==> src/rtl/mdio_phy_ctrl_if.sv <==
// MDIO management bus between the PHY controller and its host / pin side.
// The master modport is the controller; the slave modport is the host and PHY pin side.
interface mdio_phy_ctrl_if;
    logic       phy_ready;
    logic [1:0] cfg_speed;
    logic       cfg_start;
    logic       mdio_i;
    logic       eth_mdc;
    logic       mdio_o;
    logic       mdio_oe;
    logic       link_up;
    logic [1:0] link_speed;
    logic       busy;
    logic       cfg_done;
    logic       mdio_err;

    modport master (
        input  phy_ready, cfg_speed, cfg_start, mdio_i,
        output eth_mdc, mdio_o, mdio_oe, link_up, link_speed, busy, cfg_done, mdio_err
    );

    modport slave (
        output phy_ready, cfg_speed, cfg_start, mdio_i,
        input  eth_mdc, mdio_o, mdio_oe, link_up, link_speed, busy, cfg_done, mdio_err
    );
endinterface

==> src/rtl/mdio_phy_ctrl.sv <==
// PHY management controller: writes BMCR once the PHY is ready, then polls BMSR and PHYSR
// over MDIO and publishes link status and speed.
module mdio_phy_ctrl #(
    parameter int unsigned MDC_DIV       = 25,
    parameter logic [4:0]  PHY_ADDR      = 5'd1,
    parameter logic [23:0] POLL_INTERVAL = 24'd1250000
) (
    input  logic            clk125MHz,
    input  logic            resetn,
    mdio_phy_ctrl_if.master io_bus
);
    localparam int unsigned   DivW    = (MDC_DIV > 1) ? $clog2(MDC_DIV) : 1;
    localparam logic [DivW-1:0] DivMax = DivW'(MDC_DIV - 1);
    localparam logic [23:0]   PollMax = POLL_INTERVAL - 24'd1;

    typedef enum logic [2:0] {
        StWaitPhy, StWrBmcr, StPollWait, StRdBmsr, StRdPhysr, StUpdate
    } state_e;

    state_e          r_state;
    logic            r_active;
    logic            r_rd;
    logic [DivW-1:0] r_div;
    logic            r_mdc;
    logic [5:0]      r_bit;
    logic [63:0]     r_frame;
    logic            r_mdio_o;
    logic            r_mdio_oe;
    logic            r_busy;
    logic [15:0]     r_shift;
    logic [15:0]     r_bmsr;
    logic            r_ta_err;
    logic [23:0]     r_poll;
    logic            r_pend;
    logic            r_link_up;
    logic [1:0]      r_link_speed;
    logic            r_cfg_done;
    logic            r_mdio_err;

    logic            w_is_rd;
    logic [4:0]      w_reg;
    logic [15:0]     w_bmcr;
    logic [63:0]     w_word;
    logic            w_cfg_req;
    logic            w_launch;

    always_comb begin
        w_is_rd = (r_state != StWrBmcr);
        w_reg   = 5'd0;
        case (r_state)
            StRdBmsr:  w_reg = 5'd1;
            StRdPhysr: w_reg = 5'd17;
            default:   w_reg = 5'd0;
        endcase
        case (io_bus.cfg_speed)
            2'b11:   w_bmcr = 16'h1340;
            2'b10:   w_bmcr = 16'h0140;
            2'b01:   w_bmcr = 16'h2100;
            default: w_bmcr = 16'h0100;
        endcase
        // Read frames leave TA and data undriven, so their shift-out content is don't-care.
        w_word = {32'hFFFF_FFFF, 2'b01, (w_is_rd ? 2'b10 : 2'b01), PHY_ADDR, w_reg,
                  (w_is_rd ? 2'b11 : 2'b10), (w_is_rd ? 16'hFFFF : w_bmcr)};
        w_cfg_req = r_pend | io_bus.cfg_start;
        w_launch  = !r_active && ((r_state == StWrBmcr) ||
                    (((r_state == StRdBmsr) || (r_state == StRdPhysr)) && !w_cfg_req));
    end

    always_ff @(posedge clk125MHz or negedge resetn) begin
        if (!resetn) begin
            r_state      <= StWaitPhy;
            r_active     <= 1'b0;
            r_rd         <= 1'b0;
            r_div        <= '0;
            r_mdc        <= 1'b0;
            r_bit        <= 6'd0;
            r_frame      <= '1;
            r_mdio_o     <= 1'b1;
            r_mdio_oe    <= 1'b0;
            r_busy       <= 1'b0;
            r_shift      <= 16'd0;
            r_bmsr       <= 16'd0;
            r_ta_err     <= 1'b0;
            r_poll       <= 24'd0;
            r_pend       <= 1'b0;
            r_link_up    <= 1'b0;
            r_link_speed <= 2'b11;
            r_cfg_done   <= 1'b0;
            r_mdio_err   <= 1'b0;
        end else if (!io_bus.phy_ready) begin
            // Losing the PHY truncates any frame and forgets link and config state.
            r_state      <= StWaitPhy;
            r_active     <= 1'b0;
            r_mdc        <= 1'b0;
            r_mdio_o     <= 1'b1;
            r_mdio_oe    <= 1'b0;
            r_busy       <= 1'b0;
            r_pend       <= 1'b0;
            r_link_up    <= 1'b0;
            r_link_speed <= 2'b11;
            r_cfg_done   <= 1'b0;
        end else begin
            if (r_active) begin
                if (r_div != DivMax) begin
                    r_div <= r_div + 1'b1;
                end else begin
                    r_div <= '0;
                    if (!r_mdc) begin
                        r_mdc <= 1'b1;
                        if (r_rd && (r_bit == 6'd47) && io_bus.mdio_i) r_ta_err <= 1'b1;
                        if (r_rd && (r_bit >= 6'd48)) r_shift <= {r_shift[14:0], io_bus.mdio_i};
                    end else if (r_bit != 6'd63) begin
                        r_mdc     <= 1'b0;
                        r_bit     <= r_bit + 6'd1;
                        r_mdio_o  <= r_frame[62];
                        r_frame   <= {r_frame[62:0], 1'b1};
                        r_mdio_oe <= !r_rd || (r_bit < 6'd45);
                    end else begin
                        r_active  <= 1'b0;
                        r_mdc     <= 1'b0;
                        r_mdio_o  <= 1'b1;
                        r_mdio_oe <= 1'b0;
                        r_busy    <= 1'b0;
                        case (r_state)
                            StWrBmcr: begin
                                r_cfg_done <= 1'b1;
                                r_poll     <= 24'd0;
                                r_state    <= StPollWait;
                            end
                            StRdBmsr: begin
                                r_bmsr  <= r_shift;
                                r_state <= w_cfg_req ? StWrBmcr : StRdPhysr;
                            end
                            StRdPhysr: r_state <= w_cfg_req ? StWrBmcr : StUpdate;
                            default:   r_state <= StWaitPhy;
                        endcase
                    end
                end
            end else begin
                case (r_state)
                    StWaitPhy: r_state <= StWrBmcr;
                    StWrBmcr:  r_pend  <= 1'b0;
                    StPollWait: begin
                        if (w_cfg_req) begin
                            r_state <= StWrBmcr;
                        end else if (r_poll == PollMax) begin
                            r_state  <= StRdBmsr;
                            r_ta_err <= 1'b0;
                        end else begin
                            r_poll <= r_poll + 24'd1;
                        end
                    end
                    StRdBmsr, StRdPhysr: begin
                        if (w_cfg_req) r_state <= StWrBmcr;
                    end
                    StUpdate: begin
                        // r_shift still holds the PHYSR word from the frame just finished.
                        if (r_ta_err) begin
                            r_link_up    <= 1'b0;
                            r_link_speed <= 2'b11;
                            r_mdio_err   <= 1'b1;
                        end else begin
                            r_link_up    <= r_bmsr[2] & r_shift[10];
                            r_link_speed <= (r_bmsr[2] & r_shift[10]) ? r_shift[15:14] : 2'b11;
                        end
                        r_poll  <= 24'd0;
                        r_state <= StPollWait;
                    end
                    default: r_state <= StWaitPhy;
                endcase
                if (w_launch) begin
                    r_active  <= 1'b1;
                    r_rd      <= w_is_rd;
                    r_div     <= '0;
                    r_mdc     <= 1'b0;
                    r_bit     <= 6'd0;
                    r_frame   <= w_word;
                    r_mdio_o  <= w_word[63];
                    r_mdio_oe <= 1'b1;
                    r_busy    <= 1'b1;
                end
            end
            // Placed last so an accepted request wins over a same-cycle frame completion.
            if (io_bus.cfg_start && (r_state != StWaitPhy)) begin
                r_pend     <= 1'b1;
                r_cfg_done <= 1'b0;
                r_mdio_err <= 1'b0;
            end
        end
    end

    assign io_bus.eth_mdc    = r_mdc;
    assign io_bus.mdio_o     = r_mdio_o;
    assign io_bus.mdio_oe    = r_mdio_oe;
    assign io_bus.busy       = r_busy;
    assign io_bus.link_up    = r_link_up;
    assign io_bus.link_speed = r_link_speed;
    assign io_bus.cfg_done   = r_cfg_done;
    assign io_bus.mdio_err   = r_mdio_err;
endmodule

==> src/flat_wrapper.sv <==
// flat-port wrapper written by rule: the top's interface ports become plain ports
module mdio_phy_ctrl_flat 
#(
    parameter int unsigned MDC_DIV       = 25,
    parameter logic [4:0]  PHY_ADDR      = 5'd1,
    parameter logic [23:0] POLL_INTERVAL = 24'd1250000
)
  (clk125MHz, resetn, io_bus_phy_ready, io_bus_cfg_speed, io_bus_cfg_start, io_bus_mdio_i, io_bus_eth_mdc, io_bus_mdio_o, io_bus_mdio_oe, io_bus_link_up, io_bus_link_speed, io_bus_busy, io_bus_cfg_done, io_bus_mdio_err);
  mdio_phy_ctrl_if io_bus_i ();
  input  logic clk125MHz;
  input  logic resetn;
  input wire logic [$bits(io_bus_i.phy_ready)-1:0] io_bus_phy_ready;
  input wire logic [$bits(io_bus_i.cfg_speed)-1:0] io_bus_cfg_speed;
  input wire logic [$bits(io_bus_i.cfg_start)-1:0] io_bus_cfg_start;
  input wire logic [$bits(io_bus_i.mdio_i)-1:0] io_bus_mdio_i;
  output wire logic [$bits(io_bus_i.eth_mdc)-1:0] io_bus_eth_mdc;
  output wire logic [$bits(io_bus_i.mdio_o)-1:0] io_bus_mdio_o;
  output wire logic [$bits(io_bus_i.mdio_oe)-1:0] io_bus_mdio_oe;
  output wire logic [$bits(io_bus_i.link_up)-1:0] io_bus_link_up;
  output wire logic [$bits(io_bus_i.link_speed)-1:0] io_bus_link_speed;
  output wire logic [$bits(io_bus_i.busy)-1:0] io_bus_busy;
  output wire logic [$bits(io_bus_i.cfg_done)-1:0] io_bus_cfg_done;
  output wire logic [$bits(io_bus_i.mdio_err)-1:0] io_bus_mdio_err;
  assign io_bus_i.phy_ready = io_bus_phy_ready;
  assign io_bus_i.cfg_speed = io_bus_cfg_speed;
  assign io_bus_i.cfg_start = io_bus_cfg_start;
  assign io_bus_i.mdio_i = io_bus_mdio_i;
  assign io_bus_eth_mdc = io_bus_i.eth_mdc;
  assign io_bus_mdio_o = io_bus_i.mdio_o;
  assign io_bus_mdio_oe = io_bus_i.mdio_oe;
  assign io_bus_link_up = io_bus_i.link_up;
  assign io_bus_link_speed = io_bus_i.link_speed;
  assign io_bus_busy = io_bus_i.busy;
  assign io_bus_cfg_done = io_bus_i.cfg_done;
  assign io_bus_mdio_err = io_bus_i.mdio_err;
  mdio_phy_ctrl #(.MDC_DIV(MDC_DIV), .PHY_ADDR(PHY_ADDR), .POLL_INTERVAL(POLL_INTERVAL)) u_core (.clk125MHz(clk125MHz), .resetn(resetn), .io_bus(io_bus_i));
endmodule
==> config.mk <==
export PLATFORM = sky130hd
export DESIGN_NAME = mdio_phy_ctrl_flat
export DESIGN_NICKNAME = d
export VERILOG_FILES = /design/src/rtl/mdio_phy_ctrl_if.sv /design/src/rtl/mdio_phy_ctrl.sv /design/src/flat_wrapper.sv
export SDC_FILE = /design/constraint.sdc
export NUM_CORES = 1
export LEC_CHECK = 0
export ABC_AREA = 0
export CAP_MARGIN = 10
export CORE_UTILIZATION = 25
export DETAILED_ROUTE_END_ITERATION = 7
export PLACE_DENSITY = 0.37
export SLEW_MARGIN = 15
export SYNTH_ARGS = -nofsm -noshare
export SYNTH_HDL_FRONTEND = slang
export SYNTH_SLANG_ARGS = --single-unit
==> constraint.sdc <==
create_clock -name clk125MHz -period 2.55 [get_ports clk125MHz]
set_input_delay 0.255 -clock clk125MHz [delete_from_list [all_inputs] [get_ports clk125MHz]]
set_output_delay 0.255 -clock clk125MHz [all_outputs]
set_load 0.02 [all_outputs]
==> flow_metrics.env, run 1 <==
export IMPL_clkPwrFrac_pct=32.2
export IMPL_cts_buffers=17
export IMPL_seqCellArea_um2=3360
export IMPL_syn_inst=593
export IMPL_switching_share_pct=36.4
export IMPL_num_rows=57
export IMPL_worst_hold_path_type="in -> async"
export IMPL_die_width_um=159
export IMPL_yosys_register_bits=131
export IMPL_cts_root_buf="clkbuf_16"
export IMPL_syn2layout_area_growth_pct=20.6
export IMPL_vias=4638
export IMPL_drc=0
export IMPL_wl_per_cell_um=15.6
export IMPL_routabilityCongestion=0.757
export IMPL_clock_latency_ps=420
export IMPL_rr_startpoint="u_core.r_poll[0]"
export IMPL_antenna_found_initial=0
export IMPL_report_final_slew_viol_count=0
export IMPL_layout_commonest_cell="dfstp_2"
export IMPL_synth_fp_nets=605
export IMPL_crit_buf_inv=0
export IMPL_yosysSeqAreaShare_pct=54.3
export IMPL_ys_flop_type="dfstp_2"
export IMPL_wirelength_mm=14.9
export IMPL_fp_coreArea_um2=24300
export IMPL_grt_ovfl_total=0
export IMPL_placed_area_um2=6890
export IMPL_tns_ps=0
export IMPL_worst_slack_ps=216
export IMPL_ff2ff_path_depth=7
export IMPL_clk_pin_slew_ps=70
export IMPL_top_layer="met4"
export IMPL_arrival_ps=2690
export IMPL_drt_initial_drc_count=277
export IMPL_ys_types=55
export IMPL_n_fill_cell=2505
export IMPL_dp_hpwl_mm=9.63
export IMPL_cp_depth=7
export IMPL_multi_input_comb_area_um2=2560
export IMPL_wl_met2_mm=6.83
export IMPL_critPathLaunchType="register"
export IMPL_path_common_cell="nand4_1"
export IMPL_mostFrequentLayoutCells="dfstp_2 (66), dfrtp_1 (65), nand2_1 (51)"
export IMPL_synth_area_um2=6190
export IMPL_skew_ps=9.15
export IMPL_finalCritPeriodShare_pct=91.5
export IMPL_diodes=0
export IMPL_layout_drive_gt1_share_pct=25.0
export IMPL_ant_nets=0
export IMPL_seqPwrFrac_pct=40.6
export IMPL_initial_core_util_pct=25.4
export IMPL_wl_met3_um=440
export IMPL_async_flop_share_pct=100
export IMPL_ys_warn_count=0
export IMPL_cp_top_family="simple AND/OR/NAND/NOR gates"
export IMPL_drtPass1Iterations=4
export IMPL_path_max_fanout=5
export IMPL_synth_edf_count=0
export IMPL_grt_usage_pct=12.6
export IMPL_portBuffers=15
export IMPL_peakVddDrop_v=0.000437
export IMPL_worstPathCellList="ha_1 > and3_1 > nand4_1 > nor3_1 > nand4_1 > a2111oi_0 > a211o_1"
export IMPL_wl_met1_mm=7.53
export IMPL_die_y_um=159
export IMPL_avgSynthCellArea_um2=10.4
export IMPL_pin_count=16
export IMPL_internal_power_mw=4.68
export IMPL_grt_start_max_net_pins=76
export IMPL_critPathKind="reg -> reg"
export IMPL_slowest_delay_ps=420
export IMPL_crit_end="u_core.r_poll[18]"
export IMPL_final_setup_viol_count=0
export IMPL_cp_slowest_cell="nor3_1"
export IMPL_clock_sinks=131
export IMPL_status="completed"
export IMPL_rsz0062_at_grt="no"
export IMPL_relSlewSlack_pct=48.2
export IMPL_drv_cap=0
export IMPL_cts_tree="built"
export IMPL_p_leak_nw=2.89
export IMPL_fin_area_um2=7460
export IMPL_tightest_slew_ps=777
export IMPL_r2r_slack_ps=220
export IMPL_p_comb_share_pct=27.2
export IMPL_place_ws_ps=116
export IMPL_period_minus_slack_ps=2330
export IMPL_power_density_nw_per_um2=985
export IMPL_grt_pass1_vias=4669
export IMPL_dieArea_um2=25400
export IMPL_clock_fmax_mhz=428
export IMPL_h_tree_depth=4
export IMPL_vias_per_cell=4.83
export IMPL_p_switching_mw=2.67
export IMPL_r2r_end="u_core.r_poll[18]"
export IMPL_grt_pass1_wl_mm=25.3
export IMPL_critPathRequiredTime_ps=2910
export IMPL_hold_viol=0
export IMPL_cp_end_kind="register"
export IMPL_startpoint="u_core.r_poll[0]"
export IMPL_post_cts_setup_buffer_count=0
export IMPL_nNetsFinal=635
export IMPL_final_core_util_pct=30.7
export IMPL_cts_buffer_depth=2
-- worst min-delay path by stage --
| stage | slack [ps] | cells after the start | endpoint |
|---|---|---|---|
| 3_3_place_gp | 370 | 1 | u_core.r_poll[22] |
| 6_report | 470 | 2 | u_core.r_state[0] |
| 5_1_grt | 490 | 2 | u_core.r_frame[9] |
| 2_1_floorplan | -40 | 0 | u_core.io_bus.busy |
| 3_5_place_dp | 380 | 1 | u_core.r_poll[22] |
| 4_1_cts | 470 | 2 | u_core.r_frame[9] |
-- cells in the mapped netlist, types with 7 or more instances --
cell	count	area share, %
dfstp_2	66	28
nor2_1	33	2.0
a21oi_1	20	1.6
o21ai_0	46	3.7
o22ai_1	14	1.4
dfrtp_1	65	26
nor3_1	21	1.7
inv_1	30	1.8
nand2_1	51	3.1
o22a_1	35	5.0
mux2i_1	7	1.1
buf_2	9	0.73
clkbuf_1	25	1.5
nand4_1	11	1.1
a211oi_1	18	2.2
a22o_1	9	1.3
mux2_2	18	3.3
nand3_1	22	1.8
-- metrics by stage --
step | std cells | total power [mW] | hold WS (ps)
floorplan | 593 | 4.30 | -40.6
detailed placement | 927 | 5.03 | 379
global placement | 927 | 4.99 | 368
finish | 960 | 7.35 | 465
global route | 960 | 7.85 | 486
CTS | 960 | 7.46 | 470
-- area by class of cell --
| type | instances | share of cell area [%] |
|---|---|---|
| Tap cell | 324 | 5.43 |
| Inverter | 31 | 1.56 |
| Clock inverter | 15 | 1.84 |
| Multi-Input combinational cell | 394 | 34.4 |
| Clock buffer | 17 | 5.70 |
| Sequential cell | 131 | 45.0 |
| Timing Repair Buffer | 48 | 6.05 |
-- routing by layer --
metal  GRT usage [%]  vias up
met4            3.41        0
met5               0        -
met2            20.0       56
li1                -     2243
met1            16.8     2330
met3            3.28        9
-- power groups by stage --
stage | clock network [mW] | logic [mW] | registers [mW]
5_1_grt | 2.54 | 2.27 | 3.05
3_5_place_dp | 0 | 2.02 | 3.01
2_1_floorplan | 0 | 1.41 | 2.90
3_3_place_gp | 0 | 1.97 | 3.02
6_report | 2.37 | 2.00 | 2.99
4_1_cts | 2.45 | 2.02 | 2.99
-- worst reg2reg max path: cells and delay by family (launching register included) --
family                   cells  cell delay [ps]
adder cells (fa/ha/maj)      1              240
AO/OA/AOI/OAI                2              570
flip-flops                   1              410
AND/OR/NAND/NOR              4             1050
-- timing repair --
action,CTS,global route
endpoints found under the hold margin,56,0
endpoints found under the setup margin,0,0
hold buffers,1,0
gates resized for setup,0,0
-- cell families (layout without fill, tap and decap cells) --
| group | count (synthesis) | count (layout) | synth area share [%] |
|---|---|---|---|
| xor gates and xnor gates | 6 | 6 | 0.849 |
| AOI/OAI and AO/OA | 177 | 177 | 20.0 |
| muxes | 25 | 25 | 4.41 |
| buffers and inverters | 68 | 111 | 4.43 |
| adders and majority gates | 5 | 5 | 1.01 |
| DFF | 131 | 131 | 54.3 |
| and+or+nand+nor | 181 | 181 | 15.0 |
-- state kept, by name, indices dropped and copies added, names as in the netlist, 2 cells and up --
signal,flops
u_core.io_bus.link_speed,2
u_core.r_bit,6
u_core.r_div,5
u_core.r_frame,63
u_core.r_poll,24
u_core.r_shift,16
u_core.r_state,3
Power figures use the tool's default switching activity.
==> run 2, diff against run 1 <==
PLACE_DENSITY = 0.43   (was 0.37)
==> run 2 against run 1 <==
Wire length fell by 4.9%; final cell count fell by 0.10%; core utilization barely moved; register-to-register slack barely moved; critical endpoint unchanged.
==> flow_metrics.env, run 2 (synthesis results as in run 1) <==
export IMPL_wl_met3_um=473
export IMPL_grt_ovfl_total=0
export IMPL_layout_commonest_cell="dfstp_2"
export IMPL_top_layer="met4"
export IMPL_drv_cap=0
export IMPL_routabilityCongestion=0.799
export IMPL_cp_top_family="simple AND/OR/NAND/NOR gates"
export IMPL_drc=0
export IMPL_fp_coreArea_um2=24300
export IMPL_path_common_cell="nand4_1"
export IMPL_crit_buf_inv=0
export IMPL_grt_start_max_net_pins=47
export IMPL_cts_buffer_depth=2
export IMPL_worstPathCellList="ha_1 > and3_1 > nand4_1 > nor3_1 > nand4_1 > a2111oi_0 > a211o_1"
export IMPL_cts_buffers=17
export IMPL_status="completed"
export IMPL_wl_met2_mm=6.39
export IMPL_initial_core_util_pct=25.4
export IMPL_critPathKind="reg -> reg"
export IMPL_relSlewSlack_pct=58.1
export IMPL_rsz0062_at_grt="no"
export IMPL_skew_ps=11.4
export IMPL_fin_area_um2=7460
export IMPL_antenna_found_initial=0
export IMPL_largest_reg_flops=63
export IMPL_clock_latency_ps=430
export IMPL_dieArea_um2=25400
export IMPL_dp_hpwl_mm=9.16
export IMPL_syn2layout_area_growth_pct=20.6
export IMPL_portBuffers=15
export IMPL_hold_ws_ps=413
export IMPL_critPathLaunchType="register"
export IMPL_critPathRequiredTime_ps=2920
export IMPL_vias=4639
export IMPL_cp_end_kind="register"
export IMPL_cts_tree="built"
export IMPL_cts_resized=0
export IMPL_drt_initial_drc_count=294
export IMPL_wirelength_mm=14.2
export IMPL_cp_slowest_cell="a2111oi_0"
export IMPL_tns_ps=0
export IMPL_diodes=0
export IMPL_drtPass1Iterations=4
export IMPL_path_max_fanout=5
export IMPL_grt_pass1_wl_mm=24.4
export IMPL_arrival_ps=2710
export IMPL_clock_fmax_mhz=427
export IMPL_pin_count=16
export IMPL_final_setup_viol_count=0
export IMPL_vias_per_cell=4.84
export IMPL_placed_area_um2=6870
export IMPL_die_y_um=159
export IMPL_h_tree_depth=4
export IMPL_clock_sinks=131
export IMPL_clk_pin_slew_ps=70
export IMPL_worst_hold_path_type="in -> async"
export IMPL_hold_viol=0
export IMPL_mostFrequentLayoutCells="dfstp_2 (66), dfrtp_1 (65), nand2_1 (51)"
export IMPL_nNetsFinal=634
export IMPL_largest_register="u_core.r_frame"
export IMPL_slowest_delay_ps=420
export IMPL_report_final_slew_viol_count=0
export IMPL_period_minus_slack_ps=2340
export IMPL_finalCritPeriodShare_pct=91.8
export IMPL_num_rows=57
export IMPL_die_width_um=159
export IMPL_grt_pass1_vias=4712
export IMPL_post_cts_setup_buffer_count=0
export IMPL_power_density_nw_per_um2=986
export IMPL_ant_nets=0
export IMPL_tightest_slew_ps=629
export IMPL_cts_root_buf="clkbuf_16"
export IMPL_power_mw=7.36
export IMPL_grt_usage_pct=11.9
export IMPL_peakVddDrop_v=0.000301
export IMPL_p_leak_nw=2.89
export IMPL_largestRegisters="u_core.r_frame x63, u_core.r_poll x24, u_core.r_shift x16"
export IMPL_wl_per_cell_um=14.8
export IMPL_wl_met1_mm=7.19
export IMPL_layout_drive_gt1_share_pct=24.9
-- run 2: through the flow --
stage / setup slack [ps] / cells / util [%]
after floorplan: 410 / 593 / -
after global placement: 167 / 926 / 28.2
after detailed placement: 129 / 926 / 28.2
after CTS: 268 / 959 / 30.7
after global routing: 24.9 / 959 / 30.7
final: 210 / 959 / 30.7
-- run 2: cell type report --
| class | instances | area, um^2 |
|---|---|---|
| repair buffers | 47 | 440 |
| clock inverters | 15 | 159 |
| clock buffers | 17 | 425 |
| multi-input cells | 394 | 2560 |
| flip-flops and latches | 131 | 3360 |
| well taps | 324 | 405 |
| fillers | 2456 | 16900 |
| inverters | 31 | 116 |
-- run 2: per-layer routing --
metal,track usage [%],vias up
met5,0,-
met4,3.63,0
met3,2.94,10
met2,18.2,76
met1,16.6,2317
li1,-,2236
-- run 2: path summary, 6_finish.rpt --
kind,from,end,slack (ps),cells after the start
max,u_core.r_poll[0],u_core.r_poll[18],210,7
min,resetn,u_core.io_bus.eth_mdc,410,2
max reg2reg,u_core.r_poll[0],u_core.r_poll[18],210,7
min reg2reg,u_core.r_frame[9],u_core.r_frame[9],470,2
max in group asynchronous,resetn,u_core.r_frame[24],1320,3
min in group clk125MHz,u_core.r_frame[9],u_core.r_frame[9],470,2
-- run 2: timing repair --
action,4_1_cts,5_1_grt
hold endpoints to repair,28,0
hold buffers,1,0
setup endpoints to repair,0,0
-- run 2: power breakdown --
part	internal, mW	switching [mW]
Sequential	2.61	0.398
Combinational	0.769	1.18
Clock	1.31	1.09
Total	4.68	2.68
==> run 3, diff against run 2 <==
ABC_CLOCK_PERIOD_IN_PS = 2550   (was not set)
CORE_MARGIN = 8   (was not set)
==> run 3 against run 2 <==
Fmax increased by 1.7%; die area increased by 18%; global-route usage decreased by 2.0 points; register-to-register slack improved by 40 ps; critical path depth unchanged; critical endpoint unchanged.
==> flow_metrics.env, run 3 (synthesis results as in run 1) <==
export IMPL_status="completed"
export IMPL_power_density_nw_per_um2=992
export IMPL_critPathLaunchType="register"
export IMPL_dp_cells=928
export IMPL_vias=4598
export IMPL_switching_share_pct=35.0
export IMPL_hold_ws_ps=314
export IMPL_slowest_delay_ps=470
export IMPL_tns_ps=0
export IMPL_critPathKind="reg -> reg"
export IMPL_grt_pass1_wl_mm=24.3
export IMPL_place_ws_ps=103
export IMPL_worst_hold_path_type="in -> async"
export IMPL_portBuffers=15
export IMPL_vias_per_cell=4.78
export IMPL_r2r_end="u_core.r_poll[18]"
export IMPL_wirelength_mm=14.3
export IMPL_grt_start_max_net_pins=66
export IMPL_ant_nets=0
export IMPL_placed_area_um2=6880
export IMPL_die_y_um=173
export IMPL_rr_startpoint="u_core.r_poll[8]"
export IMPL_cp_end_kind="register"
export IMPL_fp_coreArea_um2=24300
export IMPL_largest_reg_flops=63
export IMPL_largest_register="u_core.r_frame"
export IMPL_cp_top_family="compound AO/OA/AOI/OAI gates"
export IMPL_tightest_slew_ps=623
export IMPL_dp_hpwl_mm=9.58
export IMPL_finalCritPeriodShare_pct=90.3
export IMPL_rsz0062_at_grt="no"
export IMPL_clock_sinks=131
export IMPL_grt_pass1_vias=4715
export IMPL_cp_slowest_cell="o311ai_0"
export IMPL_clock_fmax_mhz=434
export IMPL_cts_buffer_depth=2
export IMPL_p_switching_mw=2.61
export IMPL_grt_ovfl_total=0
export IMPL_drtPass1Iterations=5
export IMPL_nNetsFinal=636
export IMPL_skew_ps=9.35
export IMPL_syn2layout_area_growth_pct=21.4
export IMPL_peakVddDrop_v=0.000404
export IMPL_dieArea_um2=30000
export IMPL_r2r_slack_ps=250
export IMPL_mostFrequentLayoutCells="dfstp_2 (66), dfrtp_1 (65), nand2_1 (51)"
export IMPL_internal_power_mw=4.84
export IMPL_antenna_found_initial=0
export IMPL_fin_area_um2=7510
export IMPL_critPathRequiredTime_ps=2850
export IMPL_wl_per_cell_um=14.9
export IMPL_cts_tree="built"
export IMPL_startpoint="u_core.r_poll[8]"
export IMPL_routabilityCongestion=0.791
export IMPL_cts_buffers=17
export IMPL_clkPwrFrac_pct=33.4
export IMPL_seqPwrFrac_pct=40.2
export IMPL_p_leak_nw=2.92
export IMPL_path_max_fanout=24
export IMPL_drc=0
export IMPL_layout_drive_gt1_share_pct=25.3
export IMPL_worst_slack_ps=248
export IMPL_die_width_um=173
export IMPL_final_setup_viol_count=0
export IMPL_clk_pin_slew_ps=60
export IMPL_relSlewSlack_pct=58.4
export IMPL_largestRegisters="u_core.r_frame x63, u_core.r_poll x24, u_core.r_shift x16"
export IMPL_arrival_ps=2600
export IMPL_crit_end="u_core.r_poll[18]"
export IMPL_initial_core_util_pct=25.4
export IMPL_h_tree_depth=4
export IMPL_diodes=0
export IMPL_pin_count=16
export IMPL_drv_cap=0
export IMPL_layoutNonFillerInstCount=961
export IMPL_crit_buf_inv=1
export IMPL_period_minus_slack_ps=2300
export IMPL_ff2ff_path_depth=7
export IMPL_p_comb_share_pct=26.5
export IMPL_cts_root_buf="clkbuf_16"
export IMPL_worstPathCellList="nor4_2 > nand4_1 > o311ai_0 > a21o_1 > buf_12 > a2111oi_0 > a211o_1"
export IMPL_hold_viol=0
export IMPL_cp_depth=7
export IMPL_clock_latency_ps=420
export IMPL_report_final_slew_viol_count=0
export IMPL_num_rows=57
export IMPL_layout_commonest_cell="dfstp_2"
export IMPL_drt_initial_drc_count=387
export IMPL_grt_usage_pct=9.90
## run 3: cell count changes in the layout (fill, tap and decap cells not counted)
cell | before | now
clkinv_4 | 0 | 3
buf_4 | 28 | 30
clkinv_8 | 3 | 1
bufinv_16 | 0 | 1
clkbuf_16 | 17 | 18
clkinvlp_4 | 1 | 0
inv_4 | 1 | 0
inv_6 | 4 | 3
nor3_1 | 21 | 20
nor3_2 | 0 | 1
## run 3: power by group through the flow
stage,sequential [mW],combinational (mW),clock [mW]
6_report,2.99,1.97,2.49
5_1_grt,3.07,2.23,2.66
4_1_cts,3.00,2.00,2.58
3_5_place_dp,3.03,1.99,0
3_3_place_gp,3.01,1.95,0
2_1_floorplan,2.90,1.41,0
## run 3: stage by stage
| stage | total power, mW | utilization, % |
|---|---|---|
| after floorplan | 4.30 | - |
| after global routing | 7.96 | 30.9 |
| after CTS | 7.57 | 30.9 |
| after global placement | 4.96 | 28.3 |
| final | 7.45 | 30.9 |
| after detailed placement | 5.01 | 28.3 |
## run 3: area by class of cell
cell class	instances	area, um^2
repair buffers	49	455
fillers	2475	16800
multi-input cells	394	2560
well taps	324	405
flip-flops and latches	131	3360
inverters	31	116
clock inverters	14	160
clock buffers	18	450
## run 3: timing repair
action / CTS / global route
hold buffers: 1 / 0
endpoints found under the setup margin: 0 / 1
hold endpoints to repair: 16 / 0
resized for setup: 0 / 1
setup buffers: 0 / 0
## run 3: worst min-delay path by stage
| stage | from | to | slack, ps | cells past startpoint |
|---|---|---|---|---|
| 2_1_floorplan | resetn | u_core.io_bus.busy | -40 | 0 |
| 6_report | resetn | u_core.r_pend | 310 | 2 |
| 5_1_grt | resetn | u_core.r_pend | 330 | 2 |
| 3_3_place_gp | resetn | u_core.r_state[1] | 220 | 1 |
| 3_5_place_dp | resetn | u_core.r_pend | 230 | 1 |
| 4_1_cts | resetn | u_core.r_pend | 320 | 2 |
## run 3: metal layers
metal	vias to the layer above	track usage (%)	part of all wire [%]	wire length [um]
li1	2243	-	-	-
met1	2253	13.1	49	7080
met2	84	15.2	45	6430
met3	18	2.09	3.6	518
met4	0	4.67	2.0	280
met5	-	0	0	0
